<file path="config.mk">
export PLATFORM = sky130hd
export DESIGN_NAME = tone_div_scheduler
export DESIGN_NICKNAME = d
export VERILOG_FILES = /design/src/rtl/tone_div_pkg.sv /design/src/rtl/seq_divider.sv /design/src/rtl/tone_div_scheduler.sv
export SDC_FILE = /design/constraint.sdc
export NUM_CORES = 1
export LEC_CHECK = 0
export ABC_CLOCK_PERIOD_IN_PS = 24900
export CAP_MARGIN = 25
export CORE_MARGIN = 2
export CORE_UTILIZATION = 50
export DETAILED_ROUTE_END_ITERATION = 8
export PLACE_DENSITY = 0.77
export SLEW_MARGIN = 5
export SYNTH_ARGS = -nofsm -noshare
export SYNTH_HDL_FRONTEND = slang
export SYNTH_SLANG_ARGS = --single-unit
</file>
<file path="constraint.sdc">
create_clock -name clk -period 24.9 [get_ports clk]
set_clock_uncertainty 0.1 [all_clocks]
set_input_delay 7.47 -clock clk [delete_from_list [all_inputs] [get_ports clk]]
set_output_delay 7.47 -clock clk [all_outputs]
set_load 0.02 [all_outputs]
</file>
<file path="src/rtl/tone_div_pkg.sv">
// Shared types and constants for the tone divisor scheduler.
// Optional feature macro: TONE_DIV_OCTAVE_EN (octave scaling of the divisor).
package tone_div_pkg;

  localparam int unsigned FREQ_W    = 32;
  localparam int unsigned NDIV_W    = 22;
  localparam int unsigned OCT_W     = 3;
  localparam int unsigned DIV_STEPS = 32;
  localparam int unsigned CNT_W     = 6;

  localparam int unsigned            DIVIDEND_DEFAULT    = 100_000_000;
  localparam logic [NDIV_W-1:0]      SILENCE_DIV_DEFAULT = 22'd1;
  localparam logic [NDIV_W-1:0]      DIV_SAT             = 22'h3FFFFF;

  typedef enum logic [1:0] {
    IDLE  = 2'd0,
    DIV   = 2'd1,
    WRITE = 2'd2
  } state_e;

  typedef enum logic {
    LEFT  = 1'b0,
    RIGHT = 1'b1
  } chan_e;

  // Octave scaling of a raw tone frequency into the divider's divisor.
  function automatic logic [FREQ_W-1:0] eff_divisor(input logic [FREQ_W-1:0] freq,
                                                    input logic [OCT_W-1:0]  octave);
    logic [FREQ_W-1:0] d;
    case (octave)
      3'd1:    d = freq >> 1;
      3'd2:    d = freq;
      3'd3:    d = {freq[FREQ_W-2:0], 1'b0};
      default: d = freq;
    endcase
    return d;
  endfunction

endpackage

</file>
<file path="src/rtl/seq_divider.sv">
// Restoring divider, one quotient bit per clock. The first step is taken on
// the start edge itself so the quotient is final 32 edges after start, with
// done pulsing high for the cycle that follows.
module seq_divider
  import tone_div_pkg::*;
(
  input  logic              clk,
  input  logic              rst,
  input  logic              start,
  input  logic [FREQ_W-1:0] dividend,
  input  logic [FREQ_W-1:0] divisor,
  output logic              done,
  output logic [FREQ_W-1:0] quotient
);

  logic [FREQ_W-1:0] rem_q;
  logic [FREQ_W-1:0] quo_q;
  logic [FREQ_W-1:0] dsr_q;
  logic [CNT_W-1:0]  cnt_q;
  logic              active_q;

  logic [FREQ_W-1:0] rem_src_c;
  logic [FREQ_W-1:0] quo_src_c;
  logic [FREQ_W-1:0] dsr_src_c;
  logic [FREQ_W:0]   rem_sh_c;
  logic [FREQ_W:0]   trial_c;
  logic [FREQ_W-1:0] rem_nxt_c;
  logic [FREQ_W-1:0] quo_nxt_c;

  // One shift-subtract step, seeded from the operands on start.
  always_comb begin
    rem_src_c = start ? '0 : rem_q;
    quo_src_c = start ? dividend : quo_q;
    dsr_src_c = start ? divisor : dsr_q;
    rem_sh_c  = {rem_src_c, quo_src_c[FREQ_W-1]};
    trial_c   = rem_sh_c - {1'b0, dsr_src_c};
    if (!trial_c[FREQ_W]) begin
      rem_nxt_c = trial_c[FREQ_W-1:0];
      quo_nxt_c = {quo_src_c[FREQ_W-2:0], 1'b1};
    end else begin
      rem_nxt_c = rem_sh_c[FREQ_W-1:0];
      quo_nxt_c = {quo_src_c[FREQ_W-2:0], 1'b0};
    end
  end

  // Iteration registers and step counter.
  always_ff @(posedge clk or posedge rst) begin
    if (rst) begin
      rem_q    <= '0;
      quo_q    <= '0;
      dsr_q    <= '0;
      cnt_q    <= '0;
      active_q <= 1'b0;
      done     <= 1'b0;
    end else begin
      done <= 1'b0;
      if (start) begin
        rem_q    <= rem_nxt_c;
        quo_q    <= quo_nxt_c;
        dsr_q    <= divisor;
        cnt_q    <= CNT_W'(1);
        active_q <= 1'b1;
      end else if (active_q) begin
        rem_q <= rem_nxt_c;
        quo_q <= quo_nxt_c;
        cnt_q <= cnt_q + CNT_W'(1);
        if (cnt_q == CNT_W'(DIV_STEPS - 1)) begin
          active_q <= 1'b0;
          done     <= 1'b1;
        end
      end
    end
  end

  assign quotient = quo_q;

endmodule

</file>
<file path="src/rtl/tone_div_scheduler.sv">
// Shares one sequential divider between the left and right tone channels,
// arbitrating round-robin and registering the resulting note_gen divisors.
// Optional feature macro: TONE_DIV_OCTAVE_EN (octave scales the divisor and
// octave changes re-trigger a computation).
module tone_div_scheduler
  import tone_div_pkg::*;
#(
  parameter logic [FREQ_W-1:0] DIVIDEND    = FREQ_W'(DIVIDEND_DEFAULT),
  parameter logic [NDIV_W-1:0] SILENCE_DIV = SILENCE_DIV_DEFAULT
) (
  input  logic              clk,
  input  logic              rst,
  input  logic [FREQ_W-1:0] freq_l,
  input  logic [FREQ_W-1:0] freq_r,
  input  logic [OCT_W-1:0]  octave,
  output logic [NDIV_W-1:0] note_div_l,
  output logic [NDIV_W-1:0] note_div_r,
  output logic              busy,
  output logic              upd_l,
  output logic              upd_r
);

  state_e            state_q;
  state_e            state_d;
  chan_e             rr_q;
  chan_e             cur_q;
  logic              zero_q;
  logic [FREQ_W-1:0] last_freq_l_q;
  logic [FREQ_W-1:0] last_freq_r_q;
  logic              pend_l_q;
  logic              pend_r_q;
`ifdef TONE_DIV_OCTAVE_EN
  logic [OCT_W-1:0]  last_oct_l_q;
  logic [OCT_W-1:0]  last_oct_r_q;
`else
  logic              unused_octave;
  assign unused_octave = ^octave;
`endif

  logic              chg_l_c;
  logic              chg_r_c;
  logic [FREQ_W-1:0] eff_l_c;
  logic [FREQ_W-1:0] eff_r_c;
  logic              pend_l_c;
  logic              pend_r_c;
  logic              grant_c;
  chan_e             grant_ch_c;
  logic [FREQ_W-1:0] grant_div_c;
  logic              grant_zero_c;
  logic              div_start_c;
  logic              div_done;
  logic [FREQ_W-1:0] div_quot;
  logic [NDIV_W-1:0] result_c;

  // Change detection against the last accepted inputs, and effective divisors.
  always_comb begin
    chg_l_c = (freq_l != last_freq_l_q);
    chg_r_c = (freq_r != last_freq_r_q);
`ifdef TONE_DIV_OCTAVE_EN
    chg_l_c = chg_l_c || (octave != last_oct_l_q);
    chg_r_c = chg_r_c || (octave != last_oct_r_q);
    eff_l_c = eff_divisor(freq_l, octave);
    eff_r_c = eff_divisor(freq_r, octave);
`else
    eff_l_c = freq_l;
    eff_r_c = freq_r;
`endif
  end

  // Round-robin grant while idle; left wins ties when the pointer says so.
  always_comb begin
    pend_l_c = chg_l_c || pend_l_q;
    pend_r_c = chg_r_c || pend_r_q;
    grant_c  = (state_q == IDLE) && (pend_l_c || pend_r_c);
    if (pend_l_c && pend_r_c) begin
      grant_ch_c = rr_q;
    end else if (pend_l_c) begin
      grant_ch_c = LEFT;
    end else begin
      grant_ch_c = RIGHT;
    end
    grant_div_c  = (grant_ch_c == LEFT) ? eff_l_c : eff_r_c;
    grant_zero_c = (grant_div_c == '0);
    div_start_c  = grant_c && !grant_zero_c;
  end

  // Value to commit in WRITE: silence for a zero divisor, else clamped quotient.
  always_comb begin
    if (zero_q) begin
      result_c = SILENCE_DIV;
    end else if (div_quot > FREQ_W'(DIV_SAT)) begin
      result_c = DIV_SAT;
    end else begin
      result_c = div_quot[NDIV_W-1:0];
    end
  end

  // Next-state logic.
  always_comb begin
    state_d = state_q;
    unique case (state_q)
      IDLE:    if (grant_c) state_d = grant_zero_c ? WRITE : DIV;
      DIV:     if (div_done) state_d = WRITE;
      WRITE:   state_d = IDLE;
      default: state_d = IDLE;
    endcase
  end

  // State register; busy mirrors the non-idle states.
  always_ff @(posedge clk or posedge rst) begin
    if (rst) begin
      state_q <= IDLE;
      busy    <= 1'b0;
    end else begin
      state_q <= state_d;
      busy    <= (state_d != IDLE);
    end
  end

  // Grant bookkeeping: last accepted inputs, pending flags, pointer, job info.
  always_ff @(posedge clk or posedge rst) begin
    if (rst) begin
      rr_q          <= LEFT;
      cur_q         <= LEFT;
      zero_q        <= 1'b0;
      last_freq_l_q <= '0;
      last_freq_r_q <= '0;
      pend_l_q      <= 1'b1;
      pend_r_q      <= 1'b1;
`ifdef TONE_DIV_OCTAVE_EN
      last_oct_l_q  <= '0;
      last_oct_r_q  <= '0;
`endif
    end else if (grant_c) begin
      rr_q   <= (grant_ch_c == LEFT) ? RIGHT : LEFT;
      cur_q  <= grant_ch_c;
      zero_q <= grant_zero_c;
      if (grant_ch_c == LEFT) begin
        last_freq_l_q <= freq_l;
        pend_l_q      <= 1'b0;
`ifdef TONE_DIV_OCTAVE_EN
        last_oct_l_q  <= octave;
`endif
      end else begin
        last_freq_r_q <= freq_r;
        pend_r_q      <= 1'b0;
`ifdef TONE_DIV_OCTAVE_EN
        last_oct_r_q  <= octave;
`endif
      end
    end
  end

  // Output divisor registers and their one-cycle update strobes.
  always_ff @(posedge clk or posedge rst) begin
    if (rst) begin
      note_div_l <= SILENCE_DIV;
      note_div_r <= SILENCE_DIV;
      upd_l      <= 1'b0;
      upd_r      <= 1'b0;
    end else begin
      upd_l <= 1'b0;
      upd_r <= 1'b0;
      if (state_q == WRITE) begin
        if (cur_q == LEFT) begin
          note_div_l <= result_c;
          upd_l      <= 1'b1;
        end else begin
          note_div_r <= result_c;
          upd_r      <= 1'b1;
        end
      end
    end
  end

  seq_divider u_div (
    .clk      (clk),
    .rst      (rst),
    .start    (div_start_c),
    .dividend (DIVIDEND),
    .divisor  (grant_div_c),
    .done     (div_done),
    .quotient (div_quot)
  );

endmodule

</file>
# [Yosys cells after proc, flatten, opt, wreduce, memory -nomap -nowiden]
# Index checks and enable logic that the tools add are counted.
[totals] ff_bits=222 latch_bits=0 ramBits=0 romBits=0 out_inout_bits=47 elab_cells=75 n_memories=0
[classes] addsub=2 multipliers=0 div_mod_pow=0 order_cmp=1 eq_ne=5 shifts=0 mux=31 bitwise=2 reduce_logical=15
[ops] operator="32-bit two-way mux" count=9
[ops] operator="32-bit != test" count=2
[ops] operator="22-bit two-way mux" count=2
[ops] operator="33-bit by 32-bit subtractor with 33-bit output" count=1
[ops] operator="32-bit by 22-bit > comparator with 1-bit output, second input constant" count=1
[ops] operator="32-bit logical NOT" count=1
[ops] operator="1-bit two-way mux" count=14
[ops] operator="6-bit two-way mux" count=2
[ops] operator="2-bit AND reduction" count=4
[ops] operator="6-bit by 1-bit adder with 6-bit output, second input constant" count=1
[ops] operator="6-bit by 5-bit equality test with 1-bit output, second input constant" count=1
[ops] operator="2-bit two-way mux" count=3
[ops] operator="2-bit case mux with 2 select lines" count=1
[ops] operator="2-bit nonzero test" count=2
[ops] operator="1-bit logical AND" count=3
[ops] operator="1-bit logical OR" count=3
[ops] operator="2-bit by 1-bit equality test with 1-bit output, second input constant" count=1
[ops] operator="2-bit equality test, second input constant" count=1
[ops] operator="2-bit logical NOT" count=1
[ops] operator="1-bit inverter" count=2
[ops] operator="1-bit logical NOT" count=1

# [Longest topological paths before layout]
# Gate-level depths: netlist of run 1.
[logic_depth] depth_word=13 mapped_depth=23 ltp_nobuf=19

# [Modules after synthesis]
# A second synthesis of run 1 with hierarchy kept.
[hier_totals] hier_cells=1169 hier_area_um2=12275.5
[modules_own_cells] mod="seq_divider" n_inst=1 cells_per_inst=679 area_per_inst_um2=6364.9 seq_area_each_um2=2602.5
[modules_own_cells] mod="tone_div_scheduler" n_inst=1 cells_per_inst=490 area_per_inst_um2=5910.7 seq_area_each_um2=2957.8

# [Worst setup path before layout of run 1]
# No wires, ideal clock.
[synth_path] path_type="input to register" from="input freq_l[30]" to="register u_div.rem_q[3]" setup_time_ps=126 arrival_time_ps=11745 setup_slack_ps=12929 path_stages=22 n_path_buf=3 path_cell_list="xnor2_1 > nand4_1 > nor4_1 > nand3_1 > a2111oi_4 > nor2_1 > buf_2 > buf_2 > buf_2 > nand2_1 > o21ai_0 > ha_1 > fa_1 > nand2b_1 > a21oi_1 > o211ai_1 > a211o_1 > and3_1 > xnor2_1 > a31oi_1 > nor3_1 > a221o_1"
[synth_between] elab_chain_cells=13 elab_cells_between_ends=19 cone_classes="add/sub (1); eq/ne (1); mux (9); reduce/logical (8)"
[synth_rtl] element="start, declared" line="tone_div_scheduler.sv:13" source="input logic [FREQ_W-1:0] freq_l,"
[synth_rtl] element="32-bit != test" line="tone_div_scheduler.sv:57" source="chg_l_c = (freq_l != last_freq_l_q);"
[synth_rtl] element="1-bit logical OR" line="tone_div_scheduler.sv:72" source="pend_l_c = chg_l_c || pend_l_q;"
[synth_rtl] element="1-bit two-way mux or 1-bit logical AND (tied branches)" line="tone_div_scheduler.sv:77, tone_div_scheduler.sv:75"
[synth_rtl] element="1-bit two-way mux" line="tone_div_scheduler.sv:75" source="if (pend_l_c && pend_r_c) begin"
[synth_rtl] element="32-bit two-way mux" line="tone_div_scheduler.sv:82" source="grant_div_c = (grant_ch_c == LEFT) ? eff_l_c : eff_r_c;"
[synth_rtl] element="32-bit logical NOT" line="tone_div_scheduler.sv:83" source="grant_zero_c = (grant_div_c == '0);"
[synth_rtl] element="1-bit logical NOT" line="tone_div_scheduler.sv:84" source="div_start_c = grant_c && !grant_zero_c;"
[synth_rtl] element="1-bit logical AND" line="tone_div_scheduler.sv:84"
[synth_rtl] element="32-bit two-way mux *"
[synth_rtl] element="via u_div.dsr_src_c[0]" line="seq_divider.sv:24" source="logic [FREQ_W-1:0] dsr_src_c;"
[synth_rtl] element="33-bit by 32-bit subtractor with 33-bit output *" line="seq_divider.sv:36" source="trial_c = rem_sh_c - {1'b0, dsr_src_c};"
[synth_rtl] element="32-bit two-way mux *" line="seq_divider.sv:37" source="if (!trial_c[FREQ_W]) begin"
[synth_rtl] element="32-bit two-way mux" line="seq_divider.sv:63" source="end else if (active_q) begin"
[synth_rtl] element="32-bit two-way mux *" line="seq_divider.sv:57" source="if (start) begin"
[synth_rtl] element="end signal, assigned" line="seq_divider.sv:58" source="rem_q <= rem_nxt_c;"
[synth_rtl] element="end signal, assigned" line="seq_divider.sv:64" source="rem_q <= rem_nxt_c;"
[synth_rtl] element="end, declared" line="seq_divider.sv:16" source="logic [FREQ_W-1:0] rem_q;"
# The timed path passes the listed nets; every way through them passes the cells marked *. The select of a mux whose other input is x is not followed.
# A chain may end at the register's enable or synchronous reset.

# [Worst setup path after layout of run 1]
[layout_path] from="input freq_l[10]" to="register u_div.rem_q[3]"
# Same word-level chain as after synthesis.

==> flow_results.org, run 1 <==
** Die
- In this run the vertical extent of the chip is 160 um.
- 116 I/O pins were placed.
- Standard cell core area :: 24200 um^2
- The die covers 25700 um^2.
- Initial Util :: between 50 and 60%
- Measured along the x axis, the die boundary spans around 160 um.
- After floorplanning, the core was divided into 57 placement rows.

** Critical path
- CP required :: 25210 ps
- Worst path slowest cell :: sky130_fd_sc_hd__a31oi_2
- The signal on the critical path passes through clkdlybuf4s50_1 > xnor2_1 > nand4_1 > nor4_1 > nand3_1 > and4_1 > nor2_4 > buf_4 > o21ai_0 > ha_1 > fa_1 > nand2b_1 > a21oi_1 > o211ai_1 > a211o_1 > and3_1 > xnor2_1 > a31oi_2 > nor3_1 > a221o_1.
- Startpoint kind of the worst setup timing path :: primary input
- Crit Path Category :: primary input to flip-flop
- The number of buffers and inverters on the critical path is 2.
- Signal arrival time at the worst endpoint :: 14270 ps
- Crit. End Element :: flip-flop
- Grouping stages by cell kind, the critical path spends the most delay in compound AO/OA/AOI/OAI gates.
- CP Max Fanout :: 68
- The cell that appears most often on the critical path is sky130_fd_sc_hd__xnor2_1.
- On the worst path, the slowest cell contributes a delay of 840 ps.

** Global route
- For met3 alone, demand over resource in global routing was around 2.5%.
- Met1 Usage GRT :: approximately 33%
- Global routing consumed, on the met2 layer, 40.2% of the routing resources.
- Pin count of the biggest net entering global routing :: 91
- After global routing, the most crowded layer is met2.
- Global routing consumed, over all layers together, 23.9% of the routing resources.
- Total overflow reported by the global router :: 0
- Wire length of the first global-routing pass :: 50300 um
- The via count of the first global-routing pass is 9623.
- The number of antenna violations at the first check in global routing is 0.

** Clocking
- CTS Sinks :: 222
- The number of gates resized after CTS was 0.
- After clock tree synthesis, the flow added hold-fix buffers numbering 0.
- Clock-pin slew was measured on the worst setup and hold paths at around 60 ps.
- Clock insertion delay at the later pin of the skew report :: 540 ps
- Postcts setup bufs :: 0
- Buffer levels on the longest clock path :: 3
- TritonCTS built the clock tree.
- The tree is rooted in a sky130_fd_sc_hd__clkbuf_16.
- TritonCTS created 25 clock buffers.
- CTS built an H-tree with a depth of 1.

** Power and ir drop
- In this run switching power makes up between 30% and 40% of total power.
- Largest vdd supply drop :: just under 0.05 mV
- The analysis attributes to net switching a power of 399 uW.
- Power density over cell area :: 84.3 nW/um^2
- Relative contribution of combinational cells to total power :: 30.6%
- Per report_power, the clock group accounts for between 30% and 40% of the total.
- Register share of total power :: 36.4%
- The design draws 1.22 mW.
- Summed over all cells, the static leakage comes to 7.05 nW.
- The internal power of the cells totals 824 uW.

** Yosys
- Top-count cell post-synth :: sky130_fd_sc_hd__dfrtp_1
- Post-synth top flop :: sky130_fd_sc_hd__dfrtp_1
- Post-synthesis average cell area :: 9.95 um^2
- Seq/Total Area, Yosys :: between 40% and 50%
- Post-synthesis cell area :: 12200 um^2
- By area the synthesized netlist is led by sky130_fd_sc_hd__dfrtp_1 (45%), sky130_fd_sc_hd__mux2_2 (5.9%), sky130_fd_sc_hd__mux2i_1 (5.4%).
- Yosys mapped the design onto 66 distinct sky130hd cell types.
- The commonest cells after synthesis are sky130_fd_sc_hd__dfrtp_1 (218), sky130_fd_sc_hd__nand2_1 (140), sky130_fd_sc_hd__o21ai_0 (83).
- Count of flip-flops with a built-in enable after synthesis :: 0
- Synth top area share :: between 40% and 50%
- Yosys top cell by area :: sky130_fd_sc_hd__dfrtp_1
- Counting flops with an async set or reset pin after synthesis yields a share of between 90% and 100%.
- The Yosys step of the flow raised 0 warnings.
- Synthesis handed over a netlist of 1230 instances.
- Register bit count reported by yosys :: 222
- Net count after synthesis :: ~1300

** Place
- The placed instances occupy a cell area of approximately 14000 um^2.
- Worst Setup Slack post-DPL :: 10470 ps
- Global placer's final weighted congestion :: 0.907
- HPWL after detailed placement :: 21400 um
- Port buffering added 112 buffers.

** Timing
- Worst max-slew margin expressed relative to the limit :: approximately a third
- Final setup violation count :: 0
- Unrepaired setup endpoints after global routing :: no
- Final hold viol count :: 0
- The number of pins with negative max-slew slack in the final report came to 0.
- Setup TNS :: 0 ps
- Transition time at the pin with the least slew margin :: 999 ps
- Post-route clock period utilization :: between 50% and 60%
- Based on the critical path, the design can be clocked at up to 71.6 MHz.
- For the finished layout, the period the worst path requires is approximately 14000 ps.
- The worst path meets setup with about 11000 ps of slack.

** Final layout
- Counting the fill cells in the layout gives 1949.
- Layout cell share with drive strength beyond 1 :: a little over a tenth
- Ant diodes :: 0
- After the last flow step, the layout net total stands at 1420.
- Area growth syn-to-layout :: 18.6%
- FF+latch area :: 5560 um^2
- Layout Cell Area excl Fill :: roughly 15000 um^2
- Summing all multi-input logic gate instances after layout gives 6250 um^2.

** Routing
- Number of detailed-route iterations in the first pass :: 7
- DRC viols :: 0
- Via density per instance :: 5.78
- Sum of routed wire length over all layers :: around 30000 um
- After detailed routing, the average wire length per cell comes to 18.4 um.
- The routed layout has 9600 vias.
- The first routing iteration left roughly 760 violations.
- The count of nets left with antenna violations once routing finished came out at 0.

** Flow run
- Count of max-cap constraint violations :: 0

** Status
- The flow ran to the end, and the final reports show no timing, DRC or antenna violations.

** Hold path
- The min-delay analysis places its worst path in the category flip-flop to flip-flop.
## worst paths after layout
check | startpoint | endpoint | slack, ps | cells after the start
worst max-delay path | freq_l[10] | u_div.rem_q[3]$_DFFE_PP0P_ | 10940 | 20
worst min-delay path | note_div_l[12]$_DFFE_PP0P_ | note_div_l[12]$_DFFE_PP0P_ | 380 | 2
worst max register to register | last_freq_l_q[10]$_DFFE_PP0P_ | u_div.rem_q[3]$_DFFE_PP0P_ | 18020 | 19
worst min register to register | note_div_l[12]$_DFFE_PP0P_ | note_div_l[12]$_DFFE_PP0P_ | 380 | 2
max in group asynchronous | rst | u_div.dsr_q[2]$_DFF_PP0_ | 15280 | 4
min in group asynchronous | rst | note_div_r[3]$_DFFE_PP0P_ | 7320 | 2
## registers in the layout (all words and copies together) (netlist names), 2 cells and up
register / cells
last_freq_r_q: 32
u_div.quotient: 32
u_div.rem_q: 32
u_div.dsr_q: 32
note_div_l: 22
state_q: 2
u_div.cnt_q: 6
note_div_r: 22
last_freq_l_q: 32
## metal layers
metal | share of wire, % | routed length [um]
met3 | 5.0 | 1510
met5 | 0 | 0
met1 | 44 | 13500
met2 | 48 | 14800
met4 | 2.3 | 715
## cell type report
cell class | count | share of cell area [%]
Multi-Input combinational cell | 895 | 43.0
Sequential cell | 222 | 38.3
Timing Repair Buffer | 122 | 8.24
Clock buffer | 32 | 4.76
Tap cell | 324 | 2.79
Clock inverter | 14 | 1.53
Inverter | 51 | 1.37
## placed cells by master (no fill, tap or decap), types with 33 or more instances in the layout
cell                              synthesis  final
sky130_fd_sc_hd__o21ai_0                 83     83
sky130_fd_sc_hd__xor2_1                  40     40
sky130_fd_sc_hd__clkdlybuf4s50_1          0    112
sky130_fd_sc_hd__nand2_1                140    139
sky130_fd_sc_hd__nor2_1                  60     59
sky130_fd_sc_hd__inv_1                   51     50
sky130_fd_sc_hd__xnor2_1                 50     50
sky130_fd_sc_hd__mux2_2                  64     64
sky130_fd_sc_hd__o21a_1                  37     37
sky130_fd_sc_hd__ha_1                    33     33
sky130_fd_sc_hd__mux2i_1                 66     66
sky130_fd_sc_hd__dfrtp_1                218    217
## kinds of logic after synthesis
kind of cell             after synthesis  share of synthesized area [%]
AO/OA/AOI/OAI                        280                           15.4
XOR/XNOR                              91                           6.57
adder cells (fa/ha/maj)               34                           3.54
buffers and inverters                113                           3.67
flip-flops                           222                           45.4
multiplexers                         130                           11.3
AND/OR/NAND/NOR                      360                           14.1
## worst reg2reg max path: stages, from the launching register on
cell and delay, ps:
sky130_fd_sc_hd__dfrtp_1 390, sky130_fd_sc_hd__xnor2_1 320, sky130_fd_sc_hd__nand4_1 240, sky130_fd_sc_hd__nor4_1 260, sky130_fd_sc_hd__nand3_1 280, sky130_fd_sc_hd__and4_1 390
sky130_fd_sc_hd__nor2_4 130, sky130_fd_sc_hd__buf_4 500, sky130_fd_sc_hd__o21ai_0 400, sky130_fd_sc_hd__ha_1 350, sky130_fd_sc_hd__fa_1 400, sky130_fd_sc_hd__nand2b_1 190
sky130_fd_sc_hd__a21oi_1 380, sky130_fd_sc_hd__o211ai_1 240, sky130_fd_sc_hd__a211o_1 340, sky130_fd_sc_hd__and3_1 350, sky130_fd_sc_hd__xnor2_1 220, sky130_fd_sc_hd__a31oi_2 840
sky130_fd_sc_hd__nor3_1 150, sky130_fd_sc_hd__a221o_1 290
## power groups by stage
stage | logic, mW | registers, mW | clock network [mW]
final | 0.375 | 0.445 | 0.404
after global routing | 0.414 | 0.451 | 0.425
after CTS | 0.372 | 0.445 | 0.409
after detailed placement | 0.369 | 0.451 | 0
after global placement | 0.360 | 0.447 | 0
after floorplan | 0.280 | 0.441 | 0
## metrics by stage
stage,hold WS (ps),util (%),instances
after floorplan,367,-,1230
after global placement,363,56.3,1614
after detailed placement,369,56.3,1614
after CTS,383,60.1,1660
after global routing,402,60.1,1660
final,378,60.1,1660
Note: power is estimated with default switching activity, not from simulation.
==> run 2, diff against run 1 <==
- ABC_CLOCK_PERIOD_IN_PS: 24900 -> 11700
- PLACE_DENSITY: 0.77 -> 0.8
- clock period: 24.9 -> 11.7 ns (I/O delays scaled with it)
==> run 2 against run 1 <==
  * Worst setup slack worse by 8800 ps
  * Global-route usage decreased by 0.41 points
  * Worst hold slack better by 2.7 ps
  * Clock power up 82%
  * Non-clock buffer count grew 5
  * Largest cell class unchanged
  * Largest power group unchanged
==> flow_results.org, run 2 (same netlist as run 1, synthesis figures left out) <==
** Status
- Result of the run: completed (unchanged).

** Critical path
- Signal arrival time at the worst endpoint :: 9820 ps (was 14270 ps)
- The category of the worst setup path launch point is a primary input (unchanged).
- Worst flop-to-flop path startpoint :: last_freq_r_q[15]$_DFFE_PP0P_ (was last_freq_l_q[10]$_DFFE_PP0P_)
- CP required :: 11980 ps (was 25210 ps)
- FF-to-FF path depth :: 20 (was 19)
- Capturing point of the worst reg2reg path :: u_div.rem_q[26]$_DFFE_PP0P_ (was u_div.rem_q[3]$_DFFE_PP0P_)
- The cell type group with the largest total delay on the critical path was compound AO/OA/AOI/OAI gates (unchanged).
- CP Max Fanout :: 52 (was 68)
- The largest stage delay on the critical path is 750 ps (was 840 ps).
- Cell chain of the critical path: clkdlybuf4s50_1 > xor2_1 > nor4_1 > nand4_1 > o31ai_2 > and4_1 > nor2_4 > buf_4 > nand2_1 > o21ai_0 > ha_1 > fa_1 > nand2b_1 > a21oi_1 > o21ai_1 > o311ai_1 > a21boi_0 > o21bai_1 > a21oi_1 > xor2_1 > o22ai_1 (was clkdlybuf4s50_1 > xnor2_1 > nand4_1 > nor4_1 > nand3_1 > and4_1 > nor2_4 > buf_4 > o21ai_0 > ha_1 > fa_1 > nand2b_1 > a21oi_1 > o211ai_1 > a211o_1 > and3_1 > xnor2_1 > a31oi_2 > nor3_1 > a221o_1).
- The kind of end point of the critical path was a flip-flop (unchanged).
- The worst-path cell with the longest stage delay is sky130_fd_sc_hd__o311ai_1 (was sky130_fd_sc_hd__a31oi_2).
- The slack of the worst reg-to-reg path is 5290 ps (was 18020 ps).
- Crit Path Category :: primary input to flip-flop (unchanged)
- Critical path buffer and inverter count :: 2 (unchanged)

** Clocking
- Cell chosen for the clock root :: sky130_fd_sc_hd__clkbuf_16 (unchanged)
- Clock insertion delay at the later pin of the skew report :: 530 ps (was 540 ps)
- The post-CTS repair timing setup buffer count is 0 (unchanged).
- Resized cells post-CTS :: 0 (unchanged)
- CTS Sinks :: 222 (unchanged)
- The number of CTS-inserted buffers came to 23 (was 25).
- Buffer levels on the longest clock path :: 3 (unchanged)
- H-tree levels :: 1 (unchanged)
- CTS tree :: yes (unchanged)
- CTS hold repair buffers :: 0 (unchanged)
- The post-CTS clock slew at the launch and capture registers of the worst setup and hold paths came to 60 ps (about the same).

** Global route
- Met3 track demand over resource in global routing :: 2.82% (was 2.45%)
- The number of antenna violations at the first check in global routing came to 0 (unchanged).
- The via count of the first global-routing pass came to 9597 (was 9623).
- The met2 routing resource usage after global routing is 39.6% (was 40.2%).
- The final global-route overflow total came to 0 (unchanged).
- Most heavily used metal layer in global routing :: met2 (unchanged)
- Met1 Usage GRT :: 32.1% (was 33.1%)
- Total global routing track utilization :: 23.5% (was 23.9%)
- Pin count of the biggest net entering global routing :: 141 (was 91)
- Wire length of the first global-routing pass :: 49700 um (was 50300 um)

** Final layout
- The number of filler instances in the final layout was 1951 (was 1949).
- Post-Layout Cell Count :: 1661 (was 1660)
- Area growth syn-to-layout :: 17.9% (was 18.6%)
- Top library cells by usage in the layout, fill and taps aside :: sky130_fd_sc_hd__dfrtp_1 (217), sky130_fd_sc_hd__nand2_1 (139), sky130_fd_sc_hd__clkdlybuf4s50_1 (112), sky130_fd_sc_hd__o21ai_0 (83), sky130_fd_sc_hd__mux2i_1 (66) (unchanged)
- The final-stage net count came to 1423 (was 1420).
- Ant diodes :: 0 (unchanged)
- The design area was 14400 um^2 (was 14500 um^2).
- The commonest non-fill, non-tap cell in the layout is sky130_fd_sc_hd__dfrtp_1 (unchanged).
- The core occupancy in the finished layout was 59.7% (was 60.1%).
- Layout cell share with drive strength beyond 1 :: 10.2% (was 10.4%)

** Routing
- The detailed-route wire length is 30400 um (was 30500 um).
- Count of vias placed by the detailed router :: 9481 (was 9600)
- The detailed router's first-iteration violation count came to 727 (was 758).
- Number of detailed-route iterations in the first pass :: 5 (was 7)
- The per-cell via count in the routed design was 5.71 (was 5.78).
- The DRC violations left is 0 (unchanged).
- The number of antenna-violating nets in the routed design was 0 (unchanged).
- Wire length per cell after detailed routing :: 18.3 um (was 18.4 um)

** Power and ir drop
- Share of total power in the clock network :: 29.6% (was 33.0%)
- The switching power of the nets is 843 uW (was 399 uW).
- Largest vdd supply drop :: 0.103 mV (was 0.0492 mV)
- Power density over cell area :: 172 nW/um^2 (was 84.3 nW/um^2)
- The internal portion of total power came to 1.65 mW (was 824 uW).
- The standby leakage power was 7.01 nW (was 7.05 nW).
- The total chip power was 2.49 mW (was 1.22 mW).
- Net Sw Frac :: 33.9% (was 32.6%)
- The sequential cell fraction of total power was 38.0% (was 36.4%).
- The logic gate share of total power was 32.4% (was 30.6%).

** Hold path
- Worst min-delay path category :: flip-flop to flip-flop (unchanged)
- The terminating pin of the worst hold path was note_div_l[12]$_DFFE_PP0P_ (unchanged).
- Launch point of the worst hold path :: note_div_l[12]$_DFFE_PP0P_ (unchanged)
- Number of cells traversed by the worst hold path :: 2 (unchanged)

** Timing
- The minimum setup slack in the final design came to 2160 ps (was 10940 ps).
- The smallest clock period supported by the final layout is computed as 9540 ps.
- Post-route clock period utilization :: 81.5%
- Unrepaired setup endpoints after global routing: no (unchanged).
- The measured slew at the worst slew-check pin is 928 ps (was 999 ps).
- The count of final hold-check violations was 0 (unchanged).
- Fmax :: 105 MHz
- Final setup violation count :: 0 (unchanged)
- The relative max-transition margin is 38.1% (was 33.2%).
- Final-report max-slew violation count :: 0 (unchanged)
- The final hold slack is 381 ps (was 378 ps).
- Setup TNS :: 0 ps (unchanged)

** Die
- The starting density of the core was 50.6% (unchanged).
- Height of the chip :: 160 um (unchanged)
- FP Rows :: 57 (unchanged)
- Die outline area :: 25700 um^2 (unchanged)
- Standard cell core area :: 24200 um^2 (unchanged)
- Floorplan die width :: 160 um (unchanged)
- Count of boundary I/O pins :: 116 (unchanged)

** Place
- The routability congestion estimate came to 0.878 (was 0.907).
- Port-buffer cells :: 112 (unchanged)
- The post-detailed-placement half-perimeter wirelength came to 21400 um (about the same).
- The cell count after placement is 1617 (was 1614).
- The instance area at placement came to 13600 um^2 (about the same).
- Worst Setup Slack post-DPL :: 1800 ps (was 10470 ps)

** Flow run
- The count of max-cap constraint violations came to 0 (unchanged).
-- run 2: how the worst max path moves through the flow --
stage | start | to | slack (ps) | depth (start not counted)
2_1_floorplan | rst | busy$_DFF_PP0_ | 2020 | 1
5_1_grt | freq_r[15] | u_div.rem_q[3]$_DFFE_PP0P_ | 2000 | 22
3_3_place_gp | freq_r[15] | u_div.rem_q[26]$_DFFE_PP0P_ | 1890 | 21
4_1_cts | freq_r[15] | u_div.rem_q[9]$_DFFE_PP0P_ | 2330 | 21
6_report | freq_r[15] | u_div.rem_q[26]$_DFFE_PP0P_ | 2160 | 21
3_5_place_dp | freq_r[15] | u_div.rem_q[9]$_DFFE_PP0P_ | 1800 | 21
-- run 2: final cells by class --
cell class | instances | area, um^2 | area share, %
inverter | 51 | 199 | 1.38
multi-input combinational | 895 | 6240 | 43.2
timing repair buffer | 127 | 1270 | 8.82
tap | 324 | 405 | 2.81
sequential | 222 | 5560 | 38.5
clock inverter | 9 | 92.6 | 0.641
clock buffer | 33 | 663 | 4.59
-- run 2: layer usage --
layer | up-vias | routed length, um
met1 | 4650 | 13700
met5 | - | 0
met3 | 56 | 1340
li1 | 4548 | -
met2 | 227 | 14600
met4 | 0 | 809
-- run 2: worst reg2reg max path, stage by stage (launching register included) --
cell	delay, ps
sky130_fd_sc_hd__dfrtp_1	390
sky130_fd_sc_hd__xor2_1	160
sky130_fd_sc_hd__nor4_1	430
sky130_fd_sc_hd__nand4_1	340
sky130_fd_sc_hd__o31ai_2	450
sky130_fd_sc_hd__and4_1	430
sky130_fd_sc_hd__nor2_4	80
sky130_fd_sc_hd__buf_4	290
sky130_fd_sc_hd__nand2_1	140
sky130_fd_sc_hd__o21ai_0	220
sky130_fd_sc_hd__ha_1	330
sky130_fd_sc_hd__fa_1	400
sky130_fd_sc_hd__nand2b_1	200
sky130_fd_sc_hd__a21oi_1	370
sky130_fd_sc_hd__o21ai_1	200
sky130_fd_sc_hd__o311ai_1	750
sky130_fd_sc_hd__a21boi_0	330
sky130_fd_sc_hd__o21bai_1	210
sky130_fd_sc_hd__a21oi_1	100
sky130_fd_sc_hd__xor2_1	230
sky130_fd_sc_hd__o22ai_1	130
-- run 2: power by group through the flow --
stage          Sequential (mW)  Combinational (mW)  Clock [mW]
3_5_place_dp             0.958               0.792           0
2_1_floorplan            0.939               0.595           0
4_1_cts                  0.944               0.799       0.747
3_3_place_gp             0.952               0.771           0
6_report                 0.945               0.807       0.736
5_1_grt                  0.959               0.892       0.781
==> run 3, diff against run 2 <==
- ABC_CLOCK_PERIOD_IN_PS: 11700 -> 9000
- PLACE_DENSITY: 0.8 -> 0.77
- clock period: 11.7 -> 9 ns (I/O delays scaled with it)
==> run 3 against run 2 <==
  * Core utilization is 0.66 points higher
  * Via count rose by 1.4%
  * Worst setup slack lost 1300 ps
  * Die area stayed put
  * Cell count up 0.48%
  * Routed wire length is 0.31% lower
  * Sequential cell count unchanged
  * Power rose by 34%
  * Combinational power up 30%
  * Cell area is 1.1% higher
  * First-iteration DRC count rose by 14%
  * Critical path type unchanged
  * Largest power group unchanged
==> flow_results.org, run 3 (same netlist as run 1, synthesis figures left out) <==
** Clocking
- The count of clock tree sinks is 222 (unchanged).
- The post-CTS clock slew at the launch and capture registers of the worst setup and hold paths came to 60 ps (about the same).
- The worst-skew pair later-pin latency was 540 ps (was 530 ps).
- The post-CTS repair timing setup buffer count came to 0 (unchanged).
- The number of cells upsized or downsized after cts was 0 (unchanged).
- Cell chosen for the clock root :: sky130_fd_sc_hd__clkbuf_16 (unchanged)
- Buffer levels on the longest clock path :: 3 (unchanged)
- The CTS tree is yes (unchanged).
- The number of hold buffers added after cts came to 0 (unchanged).
- H-tree levels :: 1 (unchanged)
- Number of buffers created by CTS :: 25 (was 23)

** Final layout
- Top library cells by usage in the layout, fill and taps aside :: sky130_fd_sc_hd__dfrtp_1 (217), sky130_fd_sc_hd__nand2_1 (139), sky130_fd_sc_hd__clkdlybuf4s50_1 (112), sky130_fd_sc_hd__o21ai_0 (83), sky130_fd_sc_hd__mux2i_1 (66) (unchanged)
- Layout Cell Area excl Fill :: 14600 um^2 (was 14400 um^2)
- Ant diodes :: 0 (unchanged)
- Commonest non-fill, non-tap cell in the layout :: sky130_fd_sc_hd__dfrtp_1 (unchanged)
- Layout Nets :: 1431 (was 1423)
- The layout overhead on the synthesized area came to 19.2% (was 17.9%).
- The fraction of final layout cells sized beyond drive strength 1 is 11.0% (was 10.2%).

** Timing
- The number of pins with negative max-slew slack in the final report came to 0 (unchanged).
- Transition time at the pin with the least slew margin :: 911 ps (was 928 ps)
- Final critical delay including setup and external delays :: 8100 ps
- Unrepaired setup endpoints after global routing: no (unchanged).
- Fmax :: ~120 MHz
- Worst max-slew margin expressed relative to the limit :: 39.1% (was 38.1%)
- The worst path uses about nine tenths of the clock period.
- The total setup violations reported at the end of the flow came to 0 (unchanged).
- The count of final hold-check violations was 0 (unchanged).
- Setup TNS :: 0 ps (unchanged)

** Global route
- The via count of the first global-routing pass was 9570 (was 9597).
- Wire length of the first global-routing pass :: 49500 um (was 49700 um)
- Number of antenna violations at the first check in global routing :: 0 (unchanged)
- Total overflow reported by the global router :: 0 (unchanged)
- Total global routing track utilization :: 23.5% (about the same)
- Pin count of the biggest net entering global routing :: 117 (was 141)

** Critical path
- The kind of critical path was primary input to flip-flop (unchanged).
- Signal arrival time at the worst endpoint :: 8350 ps (was 9820 ps)
- CP Max Fanout :: 33 (was 52)
- The required time reported for the critical path endpoint was 9250 ps (was 11980 ps).
- Slack of the worst reg-to-reg path :: 3210 ps (was 5290 ps)
- Startpoint kind of the worst setup timing path :: primary input (unchanged)
- Crit. End Element :: flip-flop (unchanged)

** Place
- The instance area at placement came to 13700 um^2 (was 13600 um^2).
- Port-buffer cells :: 112 (unchanged)
- The routability congestion estimate is 0.871 (was 0.878).
- The post-detailed-placement half-perimeter wirelength is 21600 um (was 21400 um).

** Routing
- The wire length per cell is 18.2 um (was 18.3 um).
- The detailed-route wire length is 30300 um (was 30400 um).
- The count of vias placed by the detailed router is 9614 (was 9481).
- Number of detailed-route iterations in the first pass :: 5 (unchanged)
- Count of nets left with antenna violations after detail routing :: 0 (unchanged)
- The DRC violations left is 0 (unchanged).
- Iteration-0 DRC Markers :: 830 (was 727)
- Via density per instance :: 5.76 (was 5.71)

** Power and ir drop
- Relative contribution of combinational cells to total power :: 31.5% (was 32.4%)
- The maximum resistive drop on vdd was 0.164 mV (was 0.103 mV).
- Net load switching power :: 1.10 mW (was 843 uW)
- The standby leakage power was 7.10 nW (was 7.01 nW).
- Share of total power in the clock network :: 31.7% (was 29.6%)
- Internal power of the cells :: 2.25 mW (was 1.65 mW)
- The switching part of the total was 32.8% (was 33.9%).
- The power density over the cells was 229 nW/um^2 (was 172 nW/um^2).
- The sequential cell fraction of total power was 36.8% (was 38.0%).

** Die
- FP Rows :: 57 (unchanged)
- The area of the die came to 25700 um^2 (unchanged).
- The overall die height came to 160 um (unchanged).
- Count of boundary I/O pins :: 116 (unchanged)
- Standard cell core area :: 24200 um^2 (unchanged)
- Initial Util :: 50.6% (unchanged)
- Floorplan die width :: 160 um (unchanged)

** Flow run
- The count of max-cap constraint violations is 0 (unchanged).

** Status
- Result of the run :: completed (unchanged)

** Hold path
- Worst min-delay path category :: flip-flop to flip-flop (unchanged)
## run 3: final cells by class
type | instances | area, um^2
Timing Repair Buffer | 133 | 1310
Sequential cell | 222 | 5560
Clock buffer | 36 | 757
Multi-Input combinational cell | 895 | 6240
Clock inverter | 8 | 121
Fill cell | 1965 | 9580
Tap cell | 324 | 405
Inverter | 51 | 199
## run 3: routing by layer
| metal | wire (um) | part of all wire, % | GRT usage [%] |
|---|---|---|---|
| met5 | 0 | 0 | 0 |
| met4 | 798 | 2.6 | 6.84 |
| met3 | 1610 | 5.3 | 3.18 |
| met2 | 14500 | 48 | 39.2 |
| met1 | 13400 | 44 | 32.4 |
## run 3: metrics by stage
step	hold slack (ps)	total power, mW	instances	utilization (%)	setup slack (ps)
after global placement	364	2.25	1624	56.6	573
after detailed placement	372	2.29	1625	56.7	410
after CTS	383	3.36	1669	60.4	908
after floorplan	367	1.99	1230	-	129
final	381	3.34	1669	60.4	902
after global routing	392	3.54	1669	60.4	457
## run 3: final timing paths
check,startpoint,end,cells after the start
worst min register to register,note_div_l[0]$_DFFE_PP1P_,note_div_l[0]$_DFFE_PP1P_,2
worst min-delay path,note_div_l[0]$_DFFE_PP1P_,note_div_l[0]$_DFFE_PP1P_,2
worst max register to register,last_freq_r_q[15]$_DFFE_PP0P_,u_div.rem_q[6]$_DFFE_PP0P_,19
max in group asynchronous,rst,note_div_l[18]$_DFFE_PP0P_,3
worst max-delay path,freq_r[7],u_div.rem_q[6]$_DFFE_PP0P_,20
min in group asynchronous,rst,note_div_l[4]$_DFFE_PP0P_,2
## run 3: critical path, stage by stage
cell and delay, ps:
sky130_fd_sc_hd__clkdlybuf4s50_1 500, sky130_fd_sc_hd__xor2_1 180, sky130_fd_sc_hd__nor4_1 430, sky130_fd_sc_hd__nand4_1 290
sky130_fd_sc_hd__o31ai_2 460, sky130_fd_sc_hd__and4_1 440, sky130_fd_sc_hd__nor2_4 100, sky130_fd_sc_hd__buf_4 270
sky130_fd_sc_hd__buf_4 280, sky130_fd_sc_hd__and2_1 200, sky130_fd_sc_hd__ha_1 370, sky130_fd_sc_hd__inv_1 140
sky130_fd_sc_hd__nor3_2 290, sky130_fd_sc_hd__nand3_1 180, sky130_fd_sc_hd__a211o_1 340, sky130_fd_sc_hd__nand3_2 220
sky130_fd_sc_hd__nand2_1 210, sky130_fd_sc_hd__nor2_1 450, sky130_fd_sc_hd__or3_1 190, sky130_fd_sc_hd__a41oi_1 110
## run 3: power groups by stage
stage / clock network [mW] / registers (mW) / logic (mW)
after floorplan: 0 / 1.22 / 0.773
after global placement: 0 / 1.24 / 1.01
after detailed placement: 0 / 1.24 / 1.04
after CTS: 1.08 / 1.23 / 1.05
after global routing: 1.13 / 1.25 / 1.16
final: 1.06 / 1.23 / 1.05
